==> src/rtl/wb_mem_arbiter.sv <==
// Two-master round-robin Wishbone arbiter for a shared memory port.
// Single-beat transactions, one IDLE cycle between grants, hang timeout.
module wb_mem_arbiter #(
  parameter int ADR_W   = 16,
  parameter int TIMEOUT = 16
) (
  input  logic             i_clk,
  input  logic             i_rst_n,
  input  logic [ADR_W-1:2] i_wbm0_adr,
  input  logic [31:0]      i_wbm0_dat,
  input  logic [3:0]       i_wbm0_sel,
  input  logic             i_wbm0_we,
  input  logic             i_wbm0_cyc,
  input  logic             i_wbm0_stb,
  output logic [31:0]      o_wbm0_rdt,
  output logic             o_wbm0_ack,
  output logic             o_wbm0_err,
  input  logic [ADR_W-1:2] i_wbm1_adr,
  input  logic [31:0]      i_wbm1_dat,
  input  logic [3:0]       i_wbm1_sel,
  input  logic             i_wbm1_we,
  input  logic             i_wbm1_cyc,
  input  logic             i_wbm1_stb,
  output logic [31:0]      o_wbm1_rdt,
  output logic             o_wbm1_ack,
  output logic             o_wbm1_err,
  output logic [ADR_W-1:2] o_wbs_adr,
  output logic [31:0]      o_wbs_dat,
  output logic [3:0]       o_wbs_sel,
  output logic             o_wbs_we,
  output logic             o_wbs_cyc,
  output logic             o_wbs_stb,
  input  logic [31:0]      i_wbs_rdt,
  input  logic             i_wbs_ack
);

  typedef enum logic {IDLE, GRANT} state_t;

  localparam int TW = (TIMEOUT > 0) ? $clog2(TIMEOUT + 1) : 1;
  localparam logic [TW-1:0] TLAST =
    TW'((TIMEOUT > 0) ? TIMEOUT - 1 : 0);
  localparam logic TO_EN = (TIMEOUT > 0);

  state_t        state;
  logic          gnt;
  logic          last;
  logic [TW-1:0] tcnt;

  logic req0, req1, req_g, busy;
  logic ack_g, to_g, done;

  assign req0  = i_wbm0_cyc & i_wbm0_stb;
  assign req1  = i_wbm1_cyc & i_wbm1_stb;
  assign req_g = gnt ? req1 : req0;
  assign busy  = (state == GRANT);
  assign ack_g = busy & req_g & i_wbs_ack;
  assign to_g  = TO_EN & busy & req_g & ~i_wbs_ack
               & (tcnt == TLAST);
  assign done  = ~req_g | ack_g | to_g;

  // Route the granted master onto the slave port and responses back
  always_comb begin
    o_wbs_adr  = gnt ? i_wbm1_adr : i_wbm0_adr;
    o_wbs_dat  = gnt ? i_wbm1_dat : i_wbm0_dat;
    o_wbs_sel  = gnt ? i_wbm1_sel : i_wbm0_sel;
    o_wbs_we   = busy & (gnt ? i_wbm1_we : i_wbm0_we);
    o_wbs_cyc  = busy & req_g;
    o_wbs_stb  = busy & req_g;
    o_wbm0_ack = ack_g & ~gnt;
    o_wbm1_ack = ack_g & gnt;
    o_wbm0_err = to_g & ~gnt;
    o_wbm1_err = to_g & gnt;
    o_wbm0_rdt = i_wbs_rdt;
    o_wbm1_rdt = i_wbs_rdt;
  end

  // Grant FSM: pick a master in IDLE, release on ack, abort or timeout
  always_ff @(posedge i_clk or negedge i_rst_n) begin
    if (!i_rst_n) begin
      state <= IDLE;
      gnt   <= 1'b0;
      last  <= 1'b1;
      tcnt  <= '0;
    end else begin
      unique case (state)
        IDLE: begin
          if (req0 | req1) begin
            state <= GRANT;
            tcnt  <= '0;
            gnt   <= (req0 & req1) ? ~last : req1;
          end
        end
        GRANT: begin
          if (done) begin
            state <= IDLE;
            last  <= gnt;
          end else if (TO_EN) begin
            tcnt <= tcnt + TW'(1);
          end
        end
        default: state <= IDLE;
      endcase
    end
  end

endmodule

==> config.mk <==
export PLATFORM = sky130hd
export DESIGN_NAME = wb_mem_arbiter
export DESIGN_NICKNAME = d
export VERILOG_FILES = /design/src/rtl/wb_mem_arbiter.sv
export SDC_FILE = /design/constraint.sdc
export NUM_CORES = 1
export LEC_CHECK = 0
export ABC_CLOCK_PERIOD_IN_PS = 1800
export BUFFER_PORTS_ARGS = -buffer_cell sky130_fd_sc_hd__clkbuf_2
export CAP_MARGIN = 20
export CORE_AREA = 2 2 103 105
export CTS_BUF_LIST = sky130_fd_sc_hd__clkbuf_4
export DETAILED_ROUTE_END_ITERATION = 10
export DIE_AREA = 0 0 105 107
export SYNTH_ARGS = -nofsm -noshare
export SYNTH_HDL_FRONTEND = slang
export SYNTH_SLANG_ARGS = --single-unit
==> constraint.sdc <==
create_clock -name i_clk -period 1.8 [get_ports i_clk]
set_input_delay 0.09 -clock i_clk [delete_from_list [all_inputs] [get_ports i_clk]]
set_output_delay 0.09 -clock i_clk [all_outputs]
set_load 0.005 [all_outputs]
==> results.txt, run 1 <==
The upper clock frequency limit came out at 597 MHz. STA classifies the critical path startpoint as a flip-flop. The remaining number of nets flagged by the antenna check after routing came out at 0. The total area inside the core boundary comes to 10,100 µm².

The leakage power of the design is 1.18 nW. The number of hold violations in the final report came out at 0. The critical path data arrival time is 1.86 ns.

The routed design has 5420 µm of wire. The type of destination of the critical path is a flip-flop. The initial core utilization came out at 16.2%.

The area of placed instances came out at 2110 µm². The initial detailed-routing violation count is 50. The tool flagged a number of max-cap violations equal to 0. The number of nets produced by synthesis came out at 316.

The final non-filler cell area is 2150 µm². The final hold slack came out at 0.180 ns. The count of filler cells inserted in the layout came out at 1,107. For the worst-skew pair, the clock arrives at the later sink with an insertion delay of 0.25 ns. The TritonCTS buffer count came out at 3. The master cell of the clock root buffer is sky130_fd_sc_hd__clkbuf_4.

The number of vias per cell came out at 3.84. After clock tree synthesis, the clock-pin slew on the worst setup and hold paths is 0.06 ns. The worst setup path is of the flip-flop to flip-flop kind. The path class of the tightest hold or removal check is primary input to output pin. The boundary pin count came out at 262.

The total track usage is 8.77%. The number of global-route vias before repair is 1,514. The synthesized netlist cell count came out at 173. The number of antenna repair diodes came out at 0.

Setup repair after global routing left no endpoint under its margin. The last weighted congestion value of the routability-driven placer is 0.715. The final critical delay including setup and external delays is 1.67 ns. Summed over all layers, the global routing overflow is 0. For the final database, setup skew stands at 0.00301 ns. Yosys printed 0 warnings. In this run the tightest slew margin relative to its limit is 69.0%. The run finished with clean final reports.

The clock tree from TritonCTS is built. The height of the die came out at 107 µm. In the final layout, the multi-input gates occupy 873 µm². The number of max-slew violations in the final report is 0. The total iterations of the first detailed-routing run is 4. The post-CTS repair timing setup buffer count came out at 0.

The die covers 11,200 µm². The per-instance average area after synthesis came out at 9.47 µm². The global-route wire length before repair came out at 7780 µm. The total half-perimeter wirelength after legalization and detailed placement is 4940 µm. The fraction of the cycle the final worst path needs is 93.0%. The final layout contains 418 nets.

Of the cells placed in the final design, the portion with a size suffix greater than 1 is 83.2%. The sum of negative setup slack is 0 ns. Summing internal, switching and leakage power gives 1.33 mW. The standard-cell row count is 37. The pin count of the biggest net entering global routing came out at 31.

The critical path data required time is 1.98 ns. The core occupancy in the finished layout came out at 21.3%. The maximum ir drop on the vdd rail came out at 364 µV. The transition time of the tightest slew-check pin came out at 0.465 ns. The detailed router placed 1,575 vias in this run. The number of sinks driven by the clock tree is 8.

The sequential standard cell area is 203 µm². The share of the yosys chip area belonging to registers is 12.3%. The largest fanout of any net on the critical path is 4.

In this run, synthesis produced a sequential element count of 8. The number of port buffers came out at 165. The distinct cell type count of the synthesized netlist is 30. The final routed DRC violation total is 0. The synthesis-to-layout area growth is 31.5%. In this run the number of H-tree levels came out at 1. The final routed wire length divided by cell count came out at 13.2 µm.

The maximum clock insertion buffer count came out at 2. The number of gates resized after cts is 0. The number of antenna violations at the first check in global routing came out at 0. The setup violation total in the final timing report is 0. In this run the power density over the cells is 616 nW/µm². The cell area after technology mapping is 1640 µm².

The die is 105 µm wide.
## final cells by class
type                       instances  share of cell area [%]
clock buffer                       4                    1.39
inverter                           2                   0.348
multi-input combinational         91                    40.5
sequential                         8                    9.41
tap                              136                    7.90
timing repair buffer             169                    40.4
## metal layers
| metal | track usage (%) | share of wire, % |
|---|---|---|
| met1 | 11.6 | 43 |
| met2 | 13.5 | 46 |
| met3 | 3.77 | 10 |
| met4 | 1.33 | 0.39 |
| met5 | 0 | 0 |
## registers in the layout (all words and copies together) (netlist names)
name and cells:
busy 1, last 1, tcnt 5, gnt 1
## per-stage QoR
step | setup WS (ns) | cells
final | 0.125 | 410
after global routing | 0.0207 | 410
after CTS | 0.0696 | 410
after detailed placement | 0.120 | 405
after global placement | 0.174 | 405
after floorplan | 0.220 | 173
## repair_timing
item                                    in CTS  in global routing
hold endpoints to repair                     8                  0
endpoints found under the setup margin       0                  0
hold buffers                                 1                  0
## synth_stat cells, drive strengths merged
| library cell | instances | share of area (%) |
|---|---|---|
| and3 | 1 | 0.38 |
| nand2b | 1 | 0.38 |
| o21ai | 7 | 2.8 |
| nand2 | 3 | 0.69 |
| a22oi | 1 | 0.46 |
| and2 | 2 | 0.76 |
| a21o | 1 | 0.46 |
| inv | 2 | 0.46 |
| nand3 | 1 | 0.31 |
| nand4bb | 1 | 0.69 |
| o31ai | 1 | 0.46 |
| o32a | 1 | 0.61 |
| a22o | 1 | 0.53 |
| nand4 | 1 | 0.38 |
| mux2 | 50 | 34 |
| o211ai | 1 | 0.76 |
| and4b | 1 | 0.84 |
| nand4b | 1 | 0.53 |
| and4 | 1 | 0.61 |
| dfstp | 1 | 1.6 |
| buf | 72 | 34 |
| ha | 2 | 1.5 |
| nor2b | 1 | 0.38 |
| nor2 | 5 | 1.1 |
| xor2 | 1 | 0.53 |
| dfrtp | 7 | 11 |
| mux2i | 6 | 3.7 |
## power by group
group	switching (mW)	internal (mW)
clock network	0.0641	0.100
logic	0.359	0.534
registers	0.0558	0.214
total	0.479	0.848
## cell usage in the layout, fill, tap and decap left out, drive strengths merged, types with 2 or more instances in the layout
cell and instances:
inv 2, nand2 3, nor2 5, and2 2
clkbuf 169, ha 2, buf 3, mux2i 6
dfrtp 7, o21ai 7, mux2 50
## path summary, 6_finish.rpt
| check | startpoint | to | slack [ns] | cells after the start |
|---|---|---|---|---|
| setup / recovery | tcnt[0] | last | 0.13 | 6 |
| hold / removal | i_wbs_rdt[13] | o_wbm0_rdt[13] | 0.18 | 0 |
| min in group asynchronous | i_rst_n | tcnt[3] | 0.22 | 2 |
| max in group asynchronous | i_rst_n | last | 1.34 | 2 |
| hold reg to reg | tcnt[2] | tcnt[2] | 0.49 | 1 |
| setup reg to reg | tcnt[0] | last | 0.13 | 6 |
## critical path: stages (launching register included)
cell                        delay, ns
sky130_fd_sc_hd__dfrtp_1         0.41
sky130_fd_sc_hd__ha_1            0.23
sky130_fd_sc_hd__and3_1          0.15
sky130_fd_sc_hd__ha_1            0.21
sky130_fd_sc_hd__nand4bb_1       0.19
sky130_fd_sc_hd__a21o_1          0.18
sky130_fd_sc_hd__a22o_1          0.22
## logic make-up (layout without fill, tap and decap cells)
family | Yosys count | count (layout) | synth area share, %
mux | 56 | 56 | 38.0
buf+inv | 74 | 175 | 34.4
xor+xnor | 1 | 1 | 0.534
simple gates | 19 | 19 | 7.10
fa+ha+maj | 2 | 2 | 1.53
compound gates | 13 | 13 | 6.11
flops | 8 | 8 | 12.3
No activity file was read; power rests on OpenSTA's default activity.
==> run 2, diff against run 1 <==
- PLACE_DENSITY_LB_ADDON: default -> 0.08
==> run 2 against run 1 <==
Compared with the run above: die area unchanged; critical path depth stayed put; combinational power is 1% higher; sequential power decreased by 8.5%; critical endpoint unchanged; sequential share of layout area barely moved; cell count shrank 0.24%; fmax is 0.85% lower; hold slack about the same; critical path type unchanged; via count fell by 2.9%; worst setup slack worse by 0.014 ns; non-clock buffer count decreased by 1; wire length rose by 14%.
==> results.txt, run 2 (synthesis results as in run 1) <==
The flow ran to the end, and the final reports show no timing, DRC or antenna violations. After detailed routing, the number of vias per cell comes to 3.74. The max-cap check violation count came out at 0. The total iterations of the first detailed-routing run came out at 4. Wires add up to 6170 µm. The master cell of the clock root buffer is sky130_fd_sc_hd__clkbuf_4. The setup violation total in the final timing report is 0. The worst-path cell with the longest stage delay is sky130_fd_sc_hd__dfrtp_1. The kind of start point of the critical path is a flip-flop. The number of sinks driven by the clock tree came out at 8. The post-CTS repair timing setup buffer count came out at 0. The area of the core region is 10,100 µm².

The number of buffer and inverter instances along the worst setup path came out at 0. The repair_antennas step left the layout with diodes totalling 0. TritonCTS built the clock tree. The critical path data required time came out at 1.99 ns. The final global-route overflow total came out at 0. The cell family contributing the most delay on the critical path is adder cells. The total half-perimeter wirelength after legalization and detailed placement is 5480 µm. In this run the vertical extent of the chip is 107 µm. The number of gates resized after cts came out at 0. The routed design could run at a clock period as short as 1.69 ns. In this run the worst hold path is classified as primary input to output pin. The final routed wire length divided by cell count is 15.1 µm. In this run the remaining antenna-violating nets after routing total 0. Leaving out fill and tap cells, the most frequent cell in the layout is sky130_fd_sc_hd__clkbuf_2. 262 I/O pins were placed. The final routed DRC violation total came out at 0. The number of port buffers came out at 165.

The setup slack at placement is 0.127 ns. On the final layout, the worst hold slack is 0.180 ns. The final net count is 417. The final non-filler cell area came out at 2150 µm². The pin count of the biggest net entering global routing came out at 55.

The die covers 11,200 µm². Counting stages on the worst path, the most repeated cell is sky130_fd_sc_hd__ha_1. Setup slack closes at 0.111 ns. At the pin with the least slew margin, the transition time is 0.491 ns. The number of max-slew violations in the final report came out at 0. The class of the most critical setup path is flip-flop to flip-flop.

The TritonCTS buffer count is 3. The core occupancy in the finished layout came out at 21.3%. Once the floorplan was initialized, standard cells occupied 16.2% of the core. tcnt holds more flip-flops than any other register. The clock reaches the later pin of the worst-skew pair after 0.26 ns. For the worst setup path, the data arrival time is 1.88 ns. The initial detailed-routing violation count is 37.

The largest fanout of any net on the critical path came out at 4. The number of hold violations in the final report is 0. The number of global-route vias before repair came out at 1,538. The maximum clock insertion buffer count is 2. The register with the most flip-flops in the layout has 5 of them. The worst slew margin relative to its limit is 67.3%. The count of H-tree levels built during CTS is 1. The fraction of final layout cells sized beyond drive strength 1 came out at 83.2%. The maximum ir drop on the vdd rail is 243 µV. The power density over the cells is 617 nW/µm². The largest stage delay on the critical path is 0.41 ns. The horizontal extent of the die came out at 105 µm. The clock transition time at the flip-flop clock pins of the worst setup and hold paths is 0.07 ns. The sum of negative setup slack came out at 0 ns. The total track usage is 10.2%. Walking the worst path, the cells encountered are ha_1, and3_1, ha_1, nand4bb_1, a21o_1, a22o_1. Setup repair after global routing left no endpoint under its margin. The quantity of hold-fixing buffers added after cts came out at 1. The fraction of the cycle the final worst path needs came out at 93.8%. The library cells used most frequently in the layout, excluding fill and tap cells, are 165 x sky130_fd_sc_hd__clkbuf_2, 50 x sky130_fd_sc_hd__mux2_2, 6 x sky130_fd_sc_hd__mux2i_1, 6 x sky130_fd_sc_hd__o21ai_0, 6 x sky130_fd_sc_hd__dfrtp_1.

The global-route wire length before repair came out at 9050 µm. The standard-cell row count came out at 37. The final worst clock skew came out at 0.00973 ns. The count of filler cells inserted in the layout came out at 1,141. The type of destination of the critical path is a flip-flop. The synthesis-to-layout area growth came out at 31.0%. The area of placed instances came out at 2110 µm². The count of non-filler cells in the finished layout came out at 409. The overall power is 1.33 mW. The number of antenna violations at the first check in global routing came out at 0. The leakage power of the design came out at 1.17 nW. Routability-driven placement finished with a final weighted congestion of 0.723. The via count of the routed design is 1,530. The post-placement cell count came out at 404.

The upper clock frequency limit is 592 MHz.
==> run 2: layout make-up <==
type	count	area, µm²	area share, %
well taps	136	170	7.93
repair buffers	168	863	40.2
multi-input cells	91	873	40.7
flip-flops and latches	8	203	9.44
clock buffers	4	30.0	1.40
inverters	2	7.51	0.350
==> run 2: where the power goes <==
group | switching [mW] | total (mW) | leakage (nW) | internal, mW
Clock | 0.0757 | 0.176 | 0.0184 | 0.100
Sequential | 0.0325 | 0.247 | 0.103 | 0.214
Combinational | 0.379 | 0.902 | 1.05 | 0.523
==> run 2: final timing paths <==
path                                from             end  slack [ns]  cells past startpoint
hold / removal             i_wbs_rdt[26]  o_wbm0_rdt[26]        0.18                      0
min in group asynchronous        i_rst_n         tcnt[1]        0.20                      2
setup / recovery                 tcnt[0]            last        0.11                      6
max in group asynchronous        i_rst_n            last        1.33                      2
hold reg to reg                  tcnt[0]         tcnt[0]        0.50                      1
setup reg to reg                 tcnt[0]            last        0.11                      6
==> run 2: layer usage <==
layer	track usage, %	vias up	wire [µm]
met4	1.14	0	5
met1	11.9	670	2450
met3	3.89	2	621
met2	18.1	120	3090
li1	-	738	-
met5	0	-	0
